### src/rtl/pattern_tx.sv
// Serial pattern transmitter: shifts a captured parallel pattern out MSB-first on w,
// optionally repeating it with a fixed idle gap between passes.
module pattern_tx #(
    parameter int WIDTH      = 8,
    parameter int REP_W      = 4,
    parameter int GAP_CYCLES = 2
) (
    input  logic             clk,
    input  logic             reset,
    input  logic             start,
    input  logic             abort,
    input  logic [WIDTH-1:0] pattern,
    input  logic [REP_W-1:0] repeat_cnt,
    output logic             w,
    output logic             w_valid,
    output logic             busy,
    output logic             done,
    output logic [1:0]       State
);

    localparam int BIT_W    = (WIDTH > 2) ? $clog2(WIDTH) : 1;
    localparam int GAP_W    = (GAP_CYCLES > 2) ? $clog2(GAP_CYCLES) : 1;
    localparam int GAP_LOAD = (GAP_CYCLES > 0) ? GAP_CYCLES - 1 : 0;

    typedef enum logic [1:0] {
        IDLE  = 2'b00,
        SHIFT = 2'b01,
        GAP   = 2'b10,
        DONE  = 2'b11
    } state_t;

    state_t             cur_state, nxt_state;
    logic [WIDTH-1:0]   shreg, shreg_n;
    logic [WIDTH-1:0]   hold, hold_n;
    logic [BIT_W-1:0]   bitcnt, bitcnt_n;
    logic [REP_W-1:0]   passcnt, passcnt_n;
    logic [GAP_W-1:0]   gapcnt, gapcnt_n;
    logic               w_n, w_valid_n, busy_n, done_n;

    assign State = cur_state;

    always_ff @(posedge clk or posedge reset) begin
        if (reset) begin
            cur_state <= IDLE;
            shreg     <= '0;
            hold      <= '0;
            bitcnt    <= '0;
            passcnt   <= '0;
            gapcnt    <= '0;
            w         <= 1'b0;
            w_valid   <= 1'b0;
            busy      <= 1'b0;
            done      <= 1'b0;
        end else begin
            cur_state <= nxt_state;
            shreg     <= shreg_n;
            hold      <= hold_n;
            bitcnt    <= bitcnt_n;
            passcnt   <= passcnt_n;
            gapcnt    <= gapcnt_n;
            w         <= w_n;
            w_valid   <= w_valid_n;
            busy      <= busy_n;
            done      <= done_n;
        end
    end

    always_comb begin
        nxt_state = cur_state;
        shreg_n   = shreg;
        hold_n    = hold;
        bitcnt_n  = bitcnt;
        passcnt_n = passcnt;
        gapcnt_n  = gapcnt;

        case (cur_state)
            IDLE: begin
                if (start) begin
                    shreg_n   = pattern;
                    hold_n    = pattern;
                    passcnt_n = repeat_cnt;
                    bitcnt_n  = BIT_W'(WIDTH - 1);
                    nxt_state = SHIFT;
                end
            end
            SHIFT: begin
                if (abort) begin
                    nxt_state = IDLE;
                end else if (bitcnt == '0) begin
                    if (passcnt == '0) begin
                        nxt_state = DONE;
                    end else begin
                        // Reload here so the next pass is ready whether or not a gap follows.
                        passcnt_n = passcnt - 1'b1;
                        shreg_n   = hold;
                        bitcnt_n  = BIT_W'(WIDTH - 1);
                        gapcnt_n  = GAP_W'(GAP_LOAD);
                        nxt_state = (GAP_CYCLES == 0) ? SHIFT : GAP;
                    end
                end else begin
                    shreg_n  = {shreg[WIDTH-2:0], 1'b0};
                    bitcnt_n = bitcnt - 1'b1;
                end
            end
            GAP: begin
                if (abort) begin
                    nxt_state = IDLE;
                end else if (gapcnt == '0) begin
                    nxt_state = SHIFT;
                end else begin
                    gapcnt_n = gapcnt - 1'b1;
                end
            end
            DONE: begin
                nxt_state = IDLE;
            end
            default: begin
                nxt_state = IDLE;
            end
        endcase
    end

    // Outputs are registered from the next-state view so they line up with State.
    always_comb begin
        w_n       = 1'b0;
        w_valid_n = 1'b0;
        busy_n    = 1'b0;
        done_n    = 1'b0;
        case (nxt_state)
            SHIFT: begin
                w_n       = shreg_n[WIDTH-1];
                w_valid_n = 1'b1;
                busy_n    = 1'b1;
            end
            GAP:     busy_n = 1'b1;
            DONE:    done_n = 1'b1;
            default: ;
        endcase
    end

endmodule

### config.mk
export PLATFORM = sky130hd
export DESIGN_NAME = pattern_tx
export DESIGN_NICKNAME = d
export VERILOG_FILES = /design/src/rtl/pattern_tx.sv
export SDC_FILE = /design/constraint.sdc
export NUM_CORES = 1
export LEC_CHECK = 0
export CAP_MARGIN = 20
export CORE_ASPECT_RATIO = 2
export CORE_MARGIN = 1
export CORE_UTILIZATION = 55
export CTS_CLUSTER_SIZE = 24
export DETAILED_ROUTE_END_ITERATION = 6
export PLACE_DENSITY_LB_ADDON = 0.2
export SLEW_MARGIN = 25
export SYNTH_ARGS = -nofsm -noshare
export SYNTH_HDL_FRONTEND = slang
export SYNTH_SLANG_ARGS = --single-unit
### constraint.sdc
create_clock -name clk -period 4.15 [get_ports clk]
set_input_delay 0.83 -clock clk [delete_from_list [all_inputs] [get_ports clk]]
set_output_delay 0.83 -clock clk [all_outputs]
set_load 0.05 [all_outputs]
==> run summary <==
Peak fanout along the critical path: 10. The floorplan step defined a die boundary enclosing 3010 um2. The total power was 0.960 mW; the number of rows created at floorplan was 26.

The count of hold-fix buffers inserted at cts is 0. The proportion of netlist area held by the largest area contributor was 0.491. Number of logic stages on the critical path including buffering: 1.

Via count of the first global-routing pass: 1106. The class of the tightest hold or removal check is register to register. The core region is 2600 um2. The run gives 0 as the post-route antenna net violation count. The total global routing track utilization was 0.239; the number of optimization iterations in the first detailed-route pass was 4. The launching point of the worst reg2reg path was passcnt[0]. Adding up every negative setup slack in the final design gives 0 ns.

Across all layers, the routed design uses 1072 vias. TritonCTS built the clock tree. The congestion estimate from routability-driven global placement came to 0.728. The die is 39.3 um wide.

Once layout is done, the placed cells without fillers occupy 1820 um2. The maximum number of pins on one net before global-route repair was 31; the gate count after technology mapping was 124. A synthesized cell averages 12.3 um2. The max-slew violation count was 0; the maximum frequency from static timing analysis was 382 MHz. Among all flip-flop cells after synthesis, the most frequent one is dfrtp_1.

The logs give 0.698 for the post-route core utilization and 0.522 for the remaining max-slew budget at the tightest pin. The worst voltage drop across the vdd grid came out at 0.342 mV. The run gives 38 as the unique cell type count in the Yosys netlist. The slowest stage of the critical path is the clkdlybuf4s50_1 cell. Number of antenna violations at the first check in global routing: 0. The sequential cell area fraction in the yosys report came out at 0.491. The logs give 0.798 nW for the static leakage power and 0 for the total of endpoints with negative setup slack in the final report.

The worst setup path is launched from a register. Port buffer count: 21. After clock tree synthesis, the clock-pin slew on the worst setup and hold paths is 0.06 ns. Leaving out fill and tap cells, the most frequent cells in the layout are dfrtp_1, clkdlybuf4s50_1, mux2_1, a221o_1, inv_1. In the routed layout, each cell is associated on average with a via count of 6.13. The post-CTS repair timing setup buffer count was 0.

The share of the clock period used by the worst path after layout is 0.630. The library cell used most frequently in the layout, excluding fill and tap cells, is dfrtp_1. The final hold violation count was 0; the buffer and inverter count on the worst path was 1. Largest delay contributor family on the critical path: buffers and inverters. Start-to-end type of the worst setup path: register to output pin. The hold-critical path depth was 1; the effective utilization at floorplan was 0.587. Setup repair after global routing left no endpoint under its margin. Max-cap violations in this run came to 0.

The number of synthesized register bits was 30; the total congestion overflow was 0. The endpoint type of the worst setup path was an output pin. The flow ran to the end, and the final reports show no timing, DRC or antenna violations. The share of flip-flops with an asynchronous set or reset after synthesis came out at 1.00. The number of antenna diodes in the final layout is 0. The layout cell share with drive strength beyond 1 is 0.116.

For the worst setup path, the data required time is 3.32 ns. The HPWL after detailed placement is 2.22 mm. For this run, design rule violations remaining after detail routing come to 0.

The average detailed-routed wire length per instance is 17.4 um. The number of clock buffers added by TritonCTS is 5. CTS built an H-tree with a depth of 2. The transition time at the pin with the least slew margin was 0.716 ns; the count of routing violations after the opening detailed-route iteration was 21. The arrival time of the worst setup path was 1.79 ns.

From bottom edge to top edge, the die measures 76.5 um. The area overhead of the layout relative to synthesis was 18.8%; the total clock sinks was 30. The area of placed instances was 1740 um2.

The tools report the number of nets produced by synthesis as 145. For this design the top-level I/O count stands at 22. Start point of the critical path: State[0]. Yosys mapped a number of flops with a built-in enable equal to 0. The net count of the finished layout is 168.

The tools report the clock root buffer as clkbuf_8. For the latest clock arrival within the worst-skew pair, the log shows 0.28 ns. Yosys attributes the largest share of cell area to dfrtp_1, mux2_1, a221o_1. The total wire length was 3.05 mm; the Yosys warning count was 0. The worst-case clock buffer depth was 2.

For the final database, setup skew stands at 0.00772 ns. The synthesized design spends more area on one cell type than any other, namely dfrtp_1. For the mapped cell area, the log shows 1530 um2. The worst min-delay path startpoint is hold[6]. The delay of the slowest cell on the worst path was 0.89 ns; the cell depth of the worst flop-to-flop path was 8.

The first global-routing pass estimated 4.87 mm of wire. Counting I/O delays and the setup requirement, the final critical path takes 2.62 ns. The areal power density over the cells was 529 nW/um2; the worst hold-check slack was 0.489 ns. In this run, post-CTS repair resized a total of 0 instances. Traced cell by cell, the critical path runs through clkdlybuf4s50_1.
-- synth_stat cells, drive strengths merged (2+ instances only) --
| cell | number |
|---|---|
| dfrtp | 30 |
| mux2 | 9 |
| a221o | 8 |
| inv | 8 |
| a22o | 6 |
| nand2b | 6 |
| o21ai | 6 |
| ha | 5 |
| nor2b | 5 |
| a21oi | 4 |
| buf | 4 |
| nor2 | 4 |
| a21o | 3 |
| nor3 | 3 |
| and2 | 2 |
| mux2i | 2 |
| nor3b | 2 |
| nor4 | 2 |
| o2bb2ai | 2 |
-- per-stage QoR --
| step | cells | setup slack [ns] |
|---|---|---|
| after floorplan | 124 | 2.11 |
| after global placement | 168 | 1.44 |
| after detailed placement | 168 | 1.39 |
| after CTS | 175 | 1.52 |
| after global routing | 175 | 1.50 |
| final | 175 | 1.53 |
-- worst paths after layout --
check,slack (ns),to
setup / recovery,1.53,State[0]
hold / removal,0.49,hold[6]
setup reg to reg,2.08,w
hold reg to reg,0.49,hold[6]
max in group asynchronous,2.81,hold[3]
min in group asynchronous,0.94,State[0]
-- report_power, final --
| part | internal, mW | leakage (nW) | switching, mW |
|---|---|---|---|
| clock network | 0.112 | 0.0438 | 0.106 |
| registers | 0.375 | 0.357 | 0.0652 |
| logic | 0.147 | 0.397 | 0.155 |
-- per-layer routing --
metal | up-vias | share of wire | GRT usage | wire length, um
li1 | 506 | - | - | -
met1 | 538 | 0.40 | 0.253 | 1230
met2 | 21 | 0.55 | 0.403 | 1680
met3 | 7 | 0.022 | 0.0525 | 68
met4 | 0 | 0.025 | 0.134 | 77
met5 | - | 0 | 0 | 0
-- state kept, by name, summed over array words and instances (netlist names) --
name	cells
passcnt	4
bitcnt	3
done	1
busy	1
w	1
shreg	8
w_valid	1
State	2
hold	8
gapcnt	1
-- kinds of logic (layout without fill, tap and decap cells) --
logic type	after synthesis	in the layout	share of synthesized area
AO/OA/AOI/OAI	37	37	0.189
flip-flops	30	30	0.491
AND/OR/NAND/NOR	28	28	0.153
buffers and inverters	13	36	0.0434
multiplexers	11	11	0.0819
adder cells (fa/ha/maj)	5	5	0.0410
-- cell type report --
| cell class | count | area, um2 |
|---|---|---|
| fill | 200 | 787 |
| sequential | 30 | 751 |
| multi-input combinational | 81 | 711 |
| timing repair buffer | 21 | 210 |
| clock buffer | 5 | 68.8 |
| tap | 28 | 35.0 |
| inverter | 8 | 30.0 |
| clock inverter | 2 | 10.0 |
Note: power is estimated with default switching activity, not from simulation.
==> RTL edit 1: new RTL, same settings <==
`shreg` no longer has a reset.
--- a/src/rtl/pattern_tx.sv
+++ b/src/rtl/pattern_tx.sv
@@ -42,7 +42,6 @@
     always_ff @(posedge clk or posedge reset) begin
         if (reset) begin
             cur_state <= IDLE;
-            shreg     <= '0;
             hold      <= '0;
             bitcnt    <= '0;
             passcnt   <= '0;
@@ -53,7 +52,6 @@
             done      <= 1'b0;
         end else begin
             cur_state <= nxt_state;
-            shreg     <= shreg_n;
             hold      <= hold_n;
             bitcnt    <= bitcnt_n;
             passcnt   <= passcnt_n;
@@ -63,6 +61,10 @@
             busy      <= busy_n;
             done      <= done_n;
         end
+    end
+
+    always_ff @(posedge clk) begin
+        shreg <= shreg_n;
     end
 
     always_comb begin
Check against the original RTL: same outputs for any inputs over 10 cycles, from zero or initial values and one cycle with reset high; that may be too few to reach the edited logic, so the function may still have changed.
==> RTL edit 1 against the original RTL <==
  * Total power down 2.5%
  * Synthesized area down 1.5%
  * Clock power up 8%
  * Wire length down 4.3%
  * Count of clock-buffer cells in the layout up 3
  * Worst setup slack better by 90 ps
  * First-iteration DRC count down 19%
  * Register-to-register slack about the same
  * Design area down 0.55%
  * Sequential cell count unchanged
  * Die area down 1.4%
==> RTL edit 1: results (changes against the original RTL) <==
status finished clean (unchanged); average vias per placed instance 5.88 (was 6.13); CP max FO 13 (was 10); DRT Pass-1 Iters 4 (unchanged); register area share after synthesis 0.519 (was 0.491); share of cells above drive strength 1 0.145 (was 0.116); Top Registers hold x8, shreg x8, passcnt x4 (unchanged); vias in the first global route 1058 (was 1106); synthesized instance count 127 (was 124); Synth Net Count 148 (was 145); largest net degree at the start of global routing 23 (was 31); LEAKAGE 0.000802 µW (was 0.000798 µW); I/O Buffers 21 (unchanged); post-synthesis cell type count 39 (was 38); CP max stage delay 870 ps (was 890 ps); dpl ws 1440 ps (was 1390 ps); maximum clock path buffer count 2 (unchanged); GRT Total Usage 0.228 (was 0.239); CTS resizes 0 (unchanged); ranking of synthesized cells by area dfrtp_1 (37%), edfxtp_1 (14%), mux2_2 (6.0%) (was dfrtp_1 (49%), mux2_1 (5.9%), a221o_1 (5.2%)); CTS Root Cell clkbuf_8 (unchanged); first-pass GRT wire length 4680 µm (was 4870 µm); fin crit period 2530 ps (was 2620 ps); Comb pwr share 0.281 (was 0.314); Skew-Pair Late Insertion Delay 280 ps (about the same); number of buffers added by the clock tree synthesis step 5 (unchanged); DR iter-0 viols 17 (was 21); wire length on met2 1650 µm (was 1680 µm); total number of vias 1059 (was 1072); Worst Hold End hold[5] (was hold[6]); worst path arrival time 1700 ps (was 1790 ps); slew margin rel. 0.418 (was 0.522); Placed Cells 172 (was 168); Post-synth EDFFs 7 (was 0); WL met3 94 µm (was 68 µm); most common library cells after synthesis dfrtp_1 (22), inv_1 (10), a21o_1 (8), a22o_1 (8), mux2_2 (8) (was dfrtp_1 (30), a221o_1 (8), inv_1 (8), mux2_1 (8), a22o_1 (6)); M1 WL 1100 µm (was 1230 µm); Top Layer Used met4 (unchanged); internal power 648 µW (was 634 µW); dpl hpwl 2150 µm (was 2220 µm); HP Start hold[5] (was hold[6]); RR Endpoint w (unchanged); # fillers 201 (was 200); Post-CTS Setup Inserts 0 (unchanged); family with the most delay on the worst path buffers and inverters (unchanged); Worst VDD drop 0.370 mV (was 0.342 mV); clk_skew 12.0 ps (was 7.72 ps); dpl cell area 1720 µm² (was 1740 µm²); Post-synth top flop dfrtp_1 (unchanged); antenna cells 0 (unchanged); CP endpoint State[0] (unchanged); GP Congestion 0.778 (was 0.728); Slowest-stage cell, CP clkdlybuf4s50_1 (unchanged); Routed wire per std cell 16.2 µm (was 17.4 µm); async set-reset flop share out of synthesis 0.733 (was 1.00)
[RTL edit 1: cell types whose count changed after synthesis, sizes merged, moves of 4 or more]
cell	change
nand2	+6
dfrtp	-8
o21ai	-4
nor2b	-4
a2bb2oi	+6
a21o	+5
a221o	-7
edfxtp	+7
[RTL edit 1: worst reg2reg max path: cells and delay by family (launching register included)]
kind | cells | cell delay [ps]
adder cells (fa/ha/maj) | 2 | 420
AND/OR/NAND/NOR | 3 | 710
flip-flops | 1 | 410
buffers and inverters | 1 | 70
AO/OA/AOI/OAI | 2 | 410
[RTL edit 1: cell families after synthesis]
| kind of cell | Yosys count | share of synthesized area |
|---|---|---|
| compound gates | 39 | 0.200 |
| fa+ha+maj | 5 | 0.0416 |
| buf+inv | 15 | 0.0532 |
| flops | 30 | 0.519 |
| mux | 8 | 0.0599 |
| simple gates | 30 | 0.126 |
[RTL edit 1: cell type report]
class                           instances  area [µm²]  area share
Multi-Input combinational cell         82         644       0.357
Tap cell                               28        35.0      0.0194
Inverter                               10        37.5      0.0208
Sequential cell                        30         781       0.432
Clock buffer                            8        90.1      0.0499
Timing Repair Buffer                   22         218       0.121
[RTL edit 1: layer usage]
layer,up-vias,global-route usage
met4,0,0.114
met1,519,0.233
met5,-,0
li1,511,-
met2,20,0.395
met3,9,0.0525
[RTL edit 1: metrics by stage]
| stage | utilization | hold slack (ps) |
|---|---|---|
| floorplan | - | 481 |
| global placement | 0.667 | 492 |
| detailed placement | 0.667 | 498 |
| CTS | 0.703 | 512 |
| global route | 0.703 | 524 |
| finish | 0.703 | 511 |
[RTL edit 1: power groups by stage]
stage	registers, µW	logic [µW]	clock network [µW]
2_1_floorplan	455	179	0
3_3_place_gp	440	255	0
3_5_place_dp	444	264	0
4_1_cts	438	266	241
5_1_grt	449	287	251
6_report	438	263	236
==> RTL edit 2: new RTL, same settings <==
Made on the original files. Set the parameter `WIDTH` to 32 (it was 8).
--- a/src/rtl/pattern_tx.sv
+++ b/src/rtl/pattern_tx.sv
@@ -1,7 +1,7 @@
 // Serial pattern transmitter: shifts a captured parallel pattern out MSB-first on w,
 // optionally repeating it with a fixed idle gap between passes.
 module pattern_tx #(
-    parameter int WIDTH      = 8,
+    parameter int WIDTH      = 32,
     parameter int REP_W      = 4,
     parameter int GAP_CYCLES = 2
 ) (
Ports: changed (resized pattern); port bits go from 22 to 46. The function was not compared with the original's and may differ.
==> RTL edit 2 against the original RTL <==
  * Clock power grew to 3.1 times the old value
  * Total power rose by 140%
  * Synthesized area rose by 140%
  * Worst setup slack got worse by 57 ps
  * Design area grew 140%
  * Critical path type unchanged
  * Wire length increased to 2.6 times the old value
  * Sequential cell count is 50 higher
  * Count of clock-buffer cells in the layout rose by 9
  * Largest cell class unchanged
  * Critical endpoint is now State[1]
==> RTL edit 2: results (changes against the original RTL) <==
status finished clean (unchanged); number of buffers added by the clock tree synthesis step 9 (was 5); Pwr Density 516 nW/µm² (was 529 nW/µm²); share of cells above drive strength 1 0.0744 (was 0.116); CP startpoint State[1] (was State[0]); sw frac 0.290 (was 0.340); dpl hpwl 5160 µm (was 2220 µm); register area share after synthesis 0.547 (was 0.491); Worst Hold Depth 2 (was 1); CTS H-tree lvls 3 (was 2); M1 WL 3170 µm (was 1230 µm); HP Start hold[10] (was hold[6]); r2r worst-path depth 9 (was 8); LEAKAGE 0.00203 µW (was 0.000798 µW); dpl cell area 4130 µm² (was 1740 µm²); GRT Total Usage 0.251 (was 0.239); Comb pwr share 0.215 (was 0.314); CP endpoint State[1] (was State[0]); Synth Area in Compound Gates 0.219 (was 0.189); mux contribution to synthesized area 0.00547 (was 0.0819); WL met3 229 µm (was 68 µm); Synth Net Count 388 (was 145); clk_skew 3.85 ps (was 7.72 ps); adder-cell share of the synthesized area 0.0137 (was 0.0410); average vias per placed instance 5.86 (was 6.13)
==> RTL edit 2: changes by cell type in the layout (fill, tap and decap cells not counted), sizes merged, moves of 6 or more <==
| cell | change |
|---|---|
| clkbuf | +9 |
| a22o | +24 |
| a21oi | +7 |
| buf | +6 |
| dfrtp | +50 |
| mux2 | -9 |
| clkdlybuf4s50 | +24 |
| a221o | +23 |
| nand2 | +102 |
==> RTL edit 2: cell type report <==
cell class,count,area [µm²],share of cell area
clock buffer,14,244,0.0557
clock inverter,1,5.00,0.00114
inverter,11,41.3,0.00943
multi-input combinational,233,1490,0.339
sequential,80,2000,0.457
tap,86,108,0.0246
timing repair buffer,51,495,0.113
==> RTL edit 2: metrics by stage <==
stage          hold slack (ps)  setup WS, ps  instances
2_1_floorplan              447          1270        344
3_3_place_gp               459          1330        461
3_5_place_dp               464          1300        461
4_1_cts                    478          1460        476
5_1_grt                    488          1420        476
6_report                   475          1480        476
